===== src/rtl/uart_tx_arbiter.sv =====
`default_nettype none
// ============================================================================
// uart_tx_arbiter : shares one uart_tx byte transmitter between NUM_REQ
// valid/ready requesters, with message locking and round-robin fairness.
// Rev 1.0
// ============================================================================
module uart_tx_arbiter #(
  parameter int NUM_REQ      = 2,
  parameter int BUSY_WAIT    = 4,
  parameter int LOCK_TIMEOUT = 1000000
) (
  input  logic                   clk,
  input  logic                   rst,
  input  logic [NUM_REQ-1:0]     req_valid,
  input  logic [8*NUM_REQ-1:0]   req_data,
  input  logic [NUM_REQ-1:0]     req_last,
  output logic [NUM_REQ-1:0]     req_ready,
  output logic [NUM_REQ-1:0]     grant,
  output logic [7:0]             uart_data,
  output logic                   uart_write_en,
  input  logic                   uart_busy
);

  localparam int IW = (NUM_REQ > 1) ? $clog2(NUM_REQ) : 1;
  localparam int BW = (BUSY_WAIT > 1) ? $clog2(BUSY_WAIT) : 1;
  localparam int LW = (LOCK_TIMEOUT > 1) ? $clog2(LOCK_TIMEOUT) : 1;
  localparam logic [BW-1:0] C_BUSY_LAST = BW'((BUSY_WAIT > 0) ? BUSY_WAIT - 1 : 0);
  localparam logic [LW-1:0] C_LOCK_LAST = LW'((LOCK_TIMEOUT > 0) ? LOCK_TIMEOUT - 1 : 0);

  typedef enum logic [1:0] {
    ARB       = 2'd0,
    WAIT_BUSY = 2'd1,
    WAIT_IDLE = 2'd2
  } state_t;

  state_t              r_state;
  logic                r_locked;
  logic [IW-1:0]       r_owner;
  logic [IW-1:0]       r_rr;
  logic [BW-1:0]       r_busy_cnt;
  logic [LW-1:0]       r_lock_cnt;

  logic                w_found;
  logic [IW-1:0]       w_win;
  logic [IW-1:0]       w_idx;

  function automatic logic [IW-1:0] next_idx(input logic [IW-1:0] i);
    return (int'(i) == NUM_REQ - 1) ? '0 : i + 1'b1;
  endfunction

  function automatic logic [NUM_REQ-1:0] onehot(input logic [IW-1:0] i);
    return NUM_REQ'(1) << i;
  endfunction

  // Locked: only the owner is eligible. Otherwise scan from the rr pointer;
  // iterating downward lets the lowest offset from r_rr win.
  always_comb begin
    w_found = 1'b0;
    w_win   = '0;
    w_idx   = '0;
    if (r_locked) begin
      w_found = req_valid[r_owner];
      w_win   = r_owner;
    end else begin
      for (int k = NUM_REQ - 1; k >= 0; k--) begin
        w_idx = IW'((int'(r_rr) + k) % NUM_REQ);
        if (req_valid[w_idx]) begin
          w_found = 1'b1;
          w_win   = w_idx;
        end
      end
    end
  end

  always_ff @(posedge clk or posedge rst) begin
    if (rst) begin
      r_state       <= ARB;
      r_locked      <= 1'b0;
      r_owner       <= '0;
      r_rr          <= '0;
      r_busy_cnt    <= '0;
      r_lock_cnt    <= '0;
      req_ready     <= '0;
      grant         <= '0;
      uart_data     <= 8'h00;
      uart_write_en <= 1'b0;
    end else begin
      uart_write_en <= 1'b0;
      req_ready     <= '0;
      case (r_state)
        ARB: begin
          if (!uart_busy && w_found) begin
            uart_data     <= req_data[8*w_win +: 8];
            uart_write_en <= 1'b1;
            req_ready     <= onehot(w_win);
            grant         <= onehot(w_win);
            r_busy_cnt    <= '0;
            r_lock_cnt    <= '0;
            r_state       <= WAIT_BUSY;
            if (req_last[w_win]) begin
              r_locked <= 1'b0;
              r_rr     <= next_idx(w_win);
            end else begin
              r_locked <= 1'b1;
              r_owner  <= w_win;
            end
          end else if (r_locked && !req_valid[r_owner] && (LOCK_TIMEOUT != 0)) begin
            // An owner that stops offering bytes eventually forfeits the lock.
            if (r_lock_cnt == C_LOCK_LAST) begin
              r_locked   <= 1'b0;
              r_rr       <= next_idx(r_owner);
              grant      <= '0;
              r_lock_cnt <= '0;
            end else begin
              r_lock_cnt <= r_lock_cnt + 1'b1;
            end
          end
        end
        WAIT_BUSY: begin
          if (uart_busy || (r_busy_cnt == C_BUSY_LAST)) begin
            r_state <= WAIT_IDLE;
          end else begin
            r_busy_cnt <= r_busy_cnt + 1'b1;
          end
        end
        WAIT_IDLE: begin
          if (!uart_busy) begin
            r_state <= ARB;
            if (!r_locked) begin
              grant <= '0;
            end
          end
        end
        default: r_state <= ARB;
      endcase
    end
  end

endmodule
`default_nettype wire


===== config.mk =====
export PLATFORM = sky130hd
export DESIGN_NAME = uart_tx_arbiter
export DESIGN_NICKNAME = d
export VERILOG_FILES = /design/src/rtl/uart_tx_arbiter.sv
export SDC_FILE = /design/constraint.sdc
export NUM_CORES = 1
export LEC_CHECK = 0
export ABC_AREA = 1
export BUFFER_PORTS_ARGS = -buffer_cell sky130_fd_sc_hd__buf_2
export CORE_MARGIN = 2
export CORE_UTILIZATION = 56
export CTS_CLUSTER_DIAMETER = 40
export CTS_CLUSTER_SIZE = 8
export DETAILED_ROUTE_END_ITERATION = 6
export PLACE_DENSITY = 0.79
export SLEW_MARGIN = 10
export SYNTH_ARGS = -nofsm -noshare
export SYNTH_HDL_FRONTEND = slang
export SYNTH_SLANG_ARGS = --single-unit

===== constraint.sdc =====
create_clock -name clk -period 1.8 [get_ports clk]
set_input_delay 0.18 -clock clk [delete_from_list [all_inputs] [get_ports clk]]
set_output_delay 0.18 -clock clk [all_outputs]
set_load 0.1 [all_outputs]

# After elaboration in Yosys (flattened, before gate mapping)
# Index checks and enable logic that the tools add are counted.
# word_totals
register_bits,40
out_inout_bits,13
# classes
add_sub_neg,5
order_cmp,4
n_eq_ne,12
n_shift,2
n_mux,44
bitwise_logic,1
reduce_logical,18
# op_table
cell,count
$mux 20,3
$mux 1,26
$mux 2,12
$add 20x1->20 const B,1
$eq 20x20->1 const B,1
$shiftx 16x5->8,1
$reduce_and 3->1,4
$ne 2x2->1 const B,5
$lt 1x2->1 const B,4
$pmux 2 s2,2
$reduce_bool 2->1,4
$ne 3x3->1 const B,2
$pmux 2 s3,1
$reduce_and 5->1,1
$eq 2x2->1 const B,2
$reduce_and 2->1,2
$reduce_and 4->1,1
$add 1x1->1 const B,3
$add 2x1->2 const B,1
$eq 2x1->1 const B,1
$logic_and 1x1->1,2
$logic_not 1->1,2
$logic_not 2->1,1
$ne 2x1->1 const B,1
3 further kinds,3

# Depth between registers and ports, before layout
# Gate-level depths: netlist of run 1.
# logic_depth
word_depth,10
ltp_mapped,11
depth_no_buf,10

# Worst setup path before layout of run 1
# No wires, ideal clock.
# synth_path
path_kind,register to register
start,register r_lock_cnt[0]
end,register grant[0]
setup_time_ps,135
arrival_time_ps,1289
required_ps,1665
path_slack_ps,376
path_stages_with_launch,11
n_path_buf,0
path_cell_list,dfrtp_1 ha_1 nand2_1 nor2_2 inv_2 nor2_2 nand3_2 nand2_2 nand2_4 nand3_1 o21ai_0
# synth_between
elab_chain_cells,3
# synth_rtl
element,line,source
from (decl),41,logic [LW-1:0] r_lock_cnt;
from (signal assigned),115,r_lock_cnt <= r_lock_cnt + 1'b1;
$eq 20x20->1,109,if (r_lock_cnt == C_LOCK_LAST) begin
$ne 3x3->1 (no line),-,
$reduce_and 5->1 (no line),-,
to (signal assigned),96,grant <= onehot(w_win);
to (decl),18,"output logic [NUM_REQ-1:0] grant,"
# No other way between the ends.
# A chain may end at the register's enable or synchronous reset.

# Worst setup path in the final report of run 1
# layout_path
start,register r_lock_cnt[0]
end,register r_locked
# layout_between
elab_chain_cells,3
# layout_rtl
element,line,source
$eq 20x20->1,109,
$reduce_bool 2->1 (no line),-,
$reduce_and 3->1 (no line),-,
to (signal assigned),101,r_locked <= 1'b0;
to (signal assigned),104,r_locked <= 1'b1;
to (signal assigned),110,r_locked <= 1'b0;
to (decl),37,logic r_locked;
# No other way between the ends.

==> flow_metrics.py, run 1 <==
metrics = {
    "global_route": {
        "grt_pass1_vias": 1787,
        "grt_start_max_net_pins": 41,
        "grt_pass1_wl_um": 7910,
        "antenna_found_initial": 0,
        "overflow": 0,
        "grtUsageTotal": 0.234,
    },
    "cts": {
        "cts_root_buf": "clkbuf_8",
        "cts_buffer_depth": 2,
        "cts_hold_buf": 0,
        "cts.clk_slew.worst_paths_ns": 0.08,
        "htree_levels": 2,
        "clkSinkCount": 40,
        "clock_latency_ns": 0.30,
        "tritoncts": "yes",
        "cts_made_buffers": 5,
        "cts_setup_buffers": 0,
        "cts-resized-gates": 0,
    },
    "finish": {
        "multi_input_area_um2": 1140,
        "fin_nets": 351,
        "antennaDiodeCount": 0,
        "fin_cells": 377,
        "seq_area_um2": 1000,
        "post-route-cell-area_um2": 2620,
        "final_cell_mix": "nand2_1 (72), dfrtp_1 (40), nor2_1 (35), buf_2 (35)",
        "post_route_cells_drive_above_1_share": 0.263,
        "syn2layout_area_growth_pct": 15.0,
        "layout_commonest_cell": "nand2_1",
        "fillers": 340,
    },
    "drt": {
        "drc": 0,
        "postRouteAntennaNets": 0,
        "via_per_inst": 5.23,
        "first_pass_iters": 4,
        "drt-initial-drc-count": 178,
        "wl_per_cell_um": 12.1,
        "vias": 1971,
        "wirelength_um": 4560,
    },
    "timing": {
        "whs_ns": -0.0112,
        "worst_slack_ns": 0.117,
        "fmax_mhz": 594,
        "setup_viol": 0,
        "relSlewSlack": 0.670,
        "final.setup.tns_ns": 0,
        "post-route-period-util": 0.935,
        "finClkSkew_ns": 0.00519,
        "drv_slew": 0,
        "tightest_slew_ns": 0.495,
        "finalHoldViolations": 29,
        "fin_crit_ns": 1.68,
    },
    "critical_path": {
        "worstSetupEndpointType": "register",
        "crit_type": "register to register",
        "cp_max_fo": 10,
        "critical_path.startpoint": "r_lock_cnt[0]",
        "cp.arrival_ns": 1.87,
        "r2r-start": "r_lock_cnt[0]",
        "crit_required_ns": 1.98,
        "worstSetupStartpointType": "register",
    },
    "place": {
        "hpwlAfterDp_um": 3480,
        "place_area_um2": 2510,
        "gp_congestion": 0.860,
        "post-place-ws_ns": 0.0761,
        "dp_cells": 369,
        "port_buffers": 35,
    },
    "floorplanning": {
        "ios": 36,
        "chipHeight_um": 67.8,
        "fp.dieW_um": 67.8,
        "core_area_um2": 3970,
        "rows": 23,
        "start_util": 0.575,
        "dieArea_um2": 4600,
    },
    "synthesis": {
        "synthDistinctLibCells": 28,
        "yosys.area_share.xor_xnor": 0.0154,
        "synth_top_family_by_area": "simple AND/OR/NAND/NOR gates",
        "yosysWarnings": 0,
        "synth-simple-area-share": 0.408,
        "synth_compound_area_frac": 0.0620,
        "yosysSeqAreaShare": 0.439,
        "synth_mux_area_frac": 0,
        "syn_area_per_cell_um2": 8.04,
        "synth_seq_cells": 40,
        "synthCells": 284,
        "syn_area_um2": 2280,
        "synthAdderAreaFrac": 0.0110,
        "synth_nets": 309,
    },
    "status": {
        "violations": "negative hold slack",
        "outcome": "finished, violations left",
    },
    "power_and_ir_drop": {
        "power_uw": 4270,
        "cellPowerDensity_nw_per_um2": 1630,
        "p_leak_uw": 0.00133,
        "peakVddDrop_uv": 1230,
    },
    "hold_path": {
        "hp-class": "input port to async pin",
    },
    "job": {
        "cap_violations": 0,
    },
}
per-layer routing:
| metal | GRT usage | wire length, µm | up-vias | part of all wire |
|---|---|---|---|---|
| met5 | 0 | 0 | - | 0 |
| met4 | 0.0975 | 102 | 0 | 0.022 |
| met3 | 0.0757 | 307 | 8 | 0.067 |
| met2 | 0.376 | 2070 | 61 | 0.45 |
| met1 | 0.291 | 2080 | 894 | 0.46 |
| li1 | - | - | 1008 | - |
through the flow:
step                       util  hold slack (ns)
after CTS                 0.659          0.00584
after global placement    0.632            0.329
final                     0.661          -0.0112
after global routing      0.661           0.0704
after floorplan               -            0.294
after detailed placement  0.632            0.334
report_power, final:
| part | leakage (µW) | total, µW | internal (µW) | switching (µW) |
|---|---|---|---|---|
| Clock | 0.0000552 | 724 | 411 | 312 |
| Sequential | 0.000527 | 1330 | 1150 | 182 |
| Combinational | 0.000753 | 2220 | 476 | 1740 |
synth_stat cells:
library cell,instances,share of area
nand2_1,72,0.12
dfrtp_1,40,0.44
nor2_1,35,0.058
inv_1,22,0.036
nand3_1,22,0.048
o21ai_0,16,0.035
nand4_1,13,0.036
nand2_2,10,0.027
nand3_2,9,0.039
nor2_2,6,0.016
inv_2,5,0.0082
a21oi_1,4,0.0088
xor2_1,4,0.015
buf_6,3,0.015
nor2_8,3,0.026
nor3_1,3,0.0066
o21a_1,3,0.0099
ha_1,2,0.011
inv_4,2,0.0055
nand2_4,2,0.0099
a31oi_1,1,0.0027
and3_1,1,0.0027
nand3_4,1,0.0077
nor2_4,1,0.0049
nor3_2,1,0.0044
o21ai_1,1,0.0022
o21bai_1,1,0.0033
or2_2,1,0.0027
layout make-up:
| type | count | share of cell area |
|---|---|---|
| inverter | 29 | 0.0443 |
| sequential | 40 | 0.381 |
| timing repair buffer | 38 | 0.0753 |
| clock buffer | 6 | 0.0277 |
| tap | 50 | 0.0238 |
| multi-input combinational | 212 | 0.434 |
| clock inverter | 2 | 0.0134 |
logic make-up after synthesis:
| family | count (synthesis) |
|---|---|
| adders and majority gates | 2 |
| and+or+nand+nor | 180 |
| AOI/OAI and AO/OA | 26 |
| xor gates and xnor gates | 4 |
| buffers and inverters | 32 |
| DFF | 40 |
flip-flops by register name, summed over array words and instances, names as in the netlist:
| name | count |
|---|---|
| grant | 2 |
| r_rr | 1 |
| req_ready | 2 |
| uart_data | 8 |
| r_locked | 1 |
| r_lock_cnt | 20 |
| r_state | 2 |
| r_owner | 1 |
| uart_write_en | 1 |
| r_busy_cnt | 2 |
path summary, 6_finish.rpt:
check                            endpoint  slack [ns]  cells past startpoint
min in group clk             uart_data[6]        0.09                      3
hold reg to reg             r_busy_cnt[1]        0.49                      2
max in group asynchronous            r_rr        1.47                      3
setup / recovery                 r_locked        0.12                     10
hold / removal             r_lock_cnt[17]       -0.01                      3
setup reg to reg                 r_locked        0.12                     10
critical path, cell delays in order (launching register included):
cell and delay, ns:
dfrtp_1 0.38, ha_1 0.18, nand2_1 0.11, nor2_2 0.14, inv_2 0.07, nor2_2 0.15
nand3_2 0.15, nand2_4 0.12, nand2_4 0.10, inv_4 0.11, o21ai_1 0.07
Power figures use the tool's default switching activity.
==> run 2: changes to the inputs <==
==> config.mk (replaced) <==
export PLATFORM = sky130hd
export DESIGN_NAME = uart_tx_arbiter
export DESIGN_NICKNAME = d
export VERILOG_FILES = /design/src/rtl/uart_tx_arbiter.sv
export SDC_FILE = /design/constraint.sdc
export NUM_CORES = 1
export LEC_CHECK = 0
export ABC_AREA = 0
export CORE_MARGIN = 2
export CORE_UTILIZATION = 60
export CTS_CLUSTER_DIAMETER = 40
export CTS_CLUSTER_SIZE = 16
export DETAILED_ROUTE_END_ITERATION = 6
export DONT_BUFFER_PORTS = 1
export PLACE_DENSITY = 0.76
export SLEW_MARGIN = 10
export SYNTH_ARGS = -nofsm -noshare
export SYNTH_HDL_FRONTEND = slang
export SYNTH_SLANG_ARGS = --single-unit
==> flow_metrics.py, run 2 <==
metrics = {
    "place": {
        "hpwlAfterDp_um": 3870,
        "gp_congestion": 0.956,
        "port_buffers": 0,
        "place_area_um2": 2600,
        "dp_cells": 317,
    },
    "global_route": {
        "grt_pass1_vias": 1924,
        "grt_start_max_net_pins": 41,
        "grt_pass1_wl_um": 9020,
        "grtUsageTotal": 0.284,
        "antenna_found_initial": 0,
        "overflow": 0,
    },
    "drt": {
        "wirelength_um": 5850,
        "drc": 0,
        "postRouteAntennaNets": 0,
        "wl_per_cell_um": 17.5,
        "via_per_inst": 6.14,
        "first_pass_iters": 5,
        "vias": 2058,
        "drt-initial-drc-count": 194,
    },
    "floorplanning": {
        "rows": 22,
        "dieArea_um2": 4190,
        "fp.dieW_um": 64.8,
        "ios": 36,
        "start_util": 0.614,
        "core_area_um2": 3610,
        "chipHeight_um": 64.8,
    },
    "cts": {
        "cts.clk_slew.worst_paths_ns": 0.09,
        "htree_levels": 2,
        "clock_latency_ns": 0.30,
        "cts_root_buf": "clkbuf_8",
        "clkSinkCount": 40,
        "cts_made_buffers": 5,
        "cts_buffer_depth": 2,
        "tritoncts": "yes",
    },
    "synthesis": {
        "synthTopCellsByArea": "dfrtp_1 (45%), mux2i_1 (5.4%), nand2_1 (4.4%), a21oi_1 (4.1%), a22o_1 (4.0%)",
        "yosysSeqAreaShare": 0.452,
        "synth_nets": 254,
        "synth_top_cell_by_area": "dfrtp_1",
        "synth_ff_type": "dfrtp_1",
        "synthAdderAreaFrac": 0.0113,
        "synth_mux_area_frac": 0.0695,
        "async_flop_share": 1.00,
        "synth_top_area_frac": 0.452,
        "yosys.area_share.xor_xnor": 0,
        "synth.most_common_cell": "dfrtp_1",
        "synth_seq_cells": 40,
        "yosysWarnings": 0,
        "synthCells": 229,
        "synth_top_family_by_area": "simple AND/OR/NAND/NOR gates",
        "synth_compound_area_frac": 0.207,
        "syn_area_per_cell_um2": 9.67,
        "synthTopCellsByCount": "dfrtp_1 (40), nand2_1 (26), a21oi_1 (18), nor2_1 (18), mux2i_1 (12)",
        "synthDistinctLibCells": 47,
        "synth-simple-area-share": 0.227,
        "synth_edf_count": 0,
        "syn_area_um2": 2210,
    },
    "finish": {
        "fin_cells": 335,
        "syn2layout_area_growth_pct": 32.1,
        "post_route_cells_drive_above_1_share": 0.345,
        "top_register": "r_lock_cnt",
        "post-route-cell-area_um2": 2930,
        "largest_register_ffs": 20,
        "fillers": 214,
        "fin_nets": 311,
        "final_cell_mix": "buf_4 (50), dfrtp_1 (38), nand2_1 (25)",
        "largestRegisters": "r_lock_cnt: 20 flops, uart_data: 8 flops",
        "utilization": 0.811,
        "layout_commonest_cell": "buf_4",
        "antennaDiodeCount": 0,
    },
    "critical_path": {
        "crit_required_ns": 1.98,
        "worstSetupEndpointType": "register",
        "cp_max_fo": 5,
        "crit_type": "register to register",
        "worstSetupStartpointType": "register",
        "cp.arrival_ns": 2.14,
    },
    "timing": {
        "setup_viol": 18,
        "finalHoldViolations": 0,
        "rsz0062_at_grt": "yes",
        "relSlewSlack": 0.606,
        "drv_slew": 0,
        "fin_crit_ns": 1.95,
        "tightest_slew_ns": 0.582,
        "finClkSkew_ns": 0.00830,
        "worst_slack_ns": -0.152,
        "final.setup.tns_ns": -1.08,
        "post-route-period-util": 1.08,
        "fmax_mhz": 512,
    },
    "status": {
        "outcome": "finished, violations left",
        "violations": "negative setup slack",
    },
    "job": {
        "cap_violations": 0,
    },
    "power_and_ir_drop": {
        "peakVddDrop_uv": 944,
        "cellPowerDensity_nw_per_um2": 1590,
        "p_leak_uw": 0.00128,
    },
    "hold_path": {
        "hp-class": "input port to register",
    },
}
## run 2: cell count changes in the layout (fill, tap and decap cells not counted), moves of 7 or more
cell	before	now
nor2_1	35	16
nand4_1	13	4
a21oi_1	4	16
buf_4	3	50
nand2_2	9	2
inv_1	22	5
buf_2	35	0
nand2_1	72	25
mux2i_1	0	12
nand3_2	9	2
nand3_1	22	4
o21ai_0	16	8
o21ai_1	1	9
a22o_1	0	10
## run 2: through the flow
| step | total power [µW] | hold WS, ns | setup slack (ns) |
|---|---|---|---|
| floorplan | 3140 | 0.323 | -0.0582 |
| global placement | 3750 | 0.213 | -0.0219 |
| detailed placement | 3850 | 0.222 | -0.0980 |
| CTS | 4500 | 0.0334 | -0.0986 |
| global route | 4910 | 0.0505 | -0.209 |
| finish | 4660 | 0.0439 | -0.152 |
## run 2: power by group
group / leakage [µW] / total [µW] / switching, µW / internal (µW)
combinational: 0.000732 / 2720 / 1790 / 926
clock: 0.0000479 / 603 / 332 / 270
sequential: 0.000499 / 1340 / 187 / 1160
total: 0.00128 / 4660 / 2310 / 2350
## run 2: metal layers
layer	GRT usage	wire length, µm	up-vias
li1	-	-	955
met1	0.356	2250	977
met2	0.483	3020	104
met3	0.0521	407	22
met4	0.117	172	0
met5	0	0	-
## run 2: cell families (layout without fill, tap and decap cells)
group                      Yosys count  in the layout
adders and majority gates            2              2
and+or+nand+nor                     92             92
AOI/OAI and AO/OA                   67             68
DFF                                 40             40
muxes                               14             14
buffers and inverters               14             71
## run 2: cell type report
| class | count | area [µm²] | share of cell area |
|---|---|---|---|
| clock buffer | 5 | 68.8 | 0.0235 |
| clock inverter | 3 | 18.8 | 0.00642 |
| inverter | 6 | 22.5 | 0.00770 |
| multi-input combinational | 176 | 1290 | 0.441 |
| sequential | 40 | 1000 | 0.343 |
| tap | 48 | 60.1 | 0.0205 |
| timing repair buffer | 57 | 462 | 0.158 |
## run 2: timing repair
item,4_1_cts,5_1_grt
endpoints found under the setup margin,18,30
pin swaps,0,14
cloned,1,0
resized for setup,5,32
buffers inserted,4,5
hold endpoints to repair,40,0
hold buffers,1,0
## run 2: path summary, 6_finish.rpt
path / from / endpoint / slack, ns / cells after the start
setup / recovery: r_lock_cnt[12] / r_rr / -0.15 / 6
hold / removal: uart_busy / r_state[1] / 0.04 / 2
setup reg to reg: r_lock_cnt[12] / r_rr / -0.15 / 6
hold reg to reg: grant[1] / grant[1] / 0.49 / 1
max in group asynchronous: rst / r_lock_cnt[10] / 0.99 / 3
min in group asynchronous: rst / r_lock_cnt[16] / 0.44 / 3
## run 2: worst max-delay path, cell delays in order, from the launching register on
cell and delay [ns]:
dfrtp_1 0.39, or3_4 0.39, nor4_4 0.22, buf_4 0.19, a31oi_4 0.12, a211oi_2 0.19, mux2_1 0.33
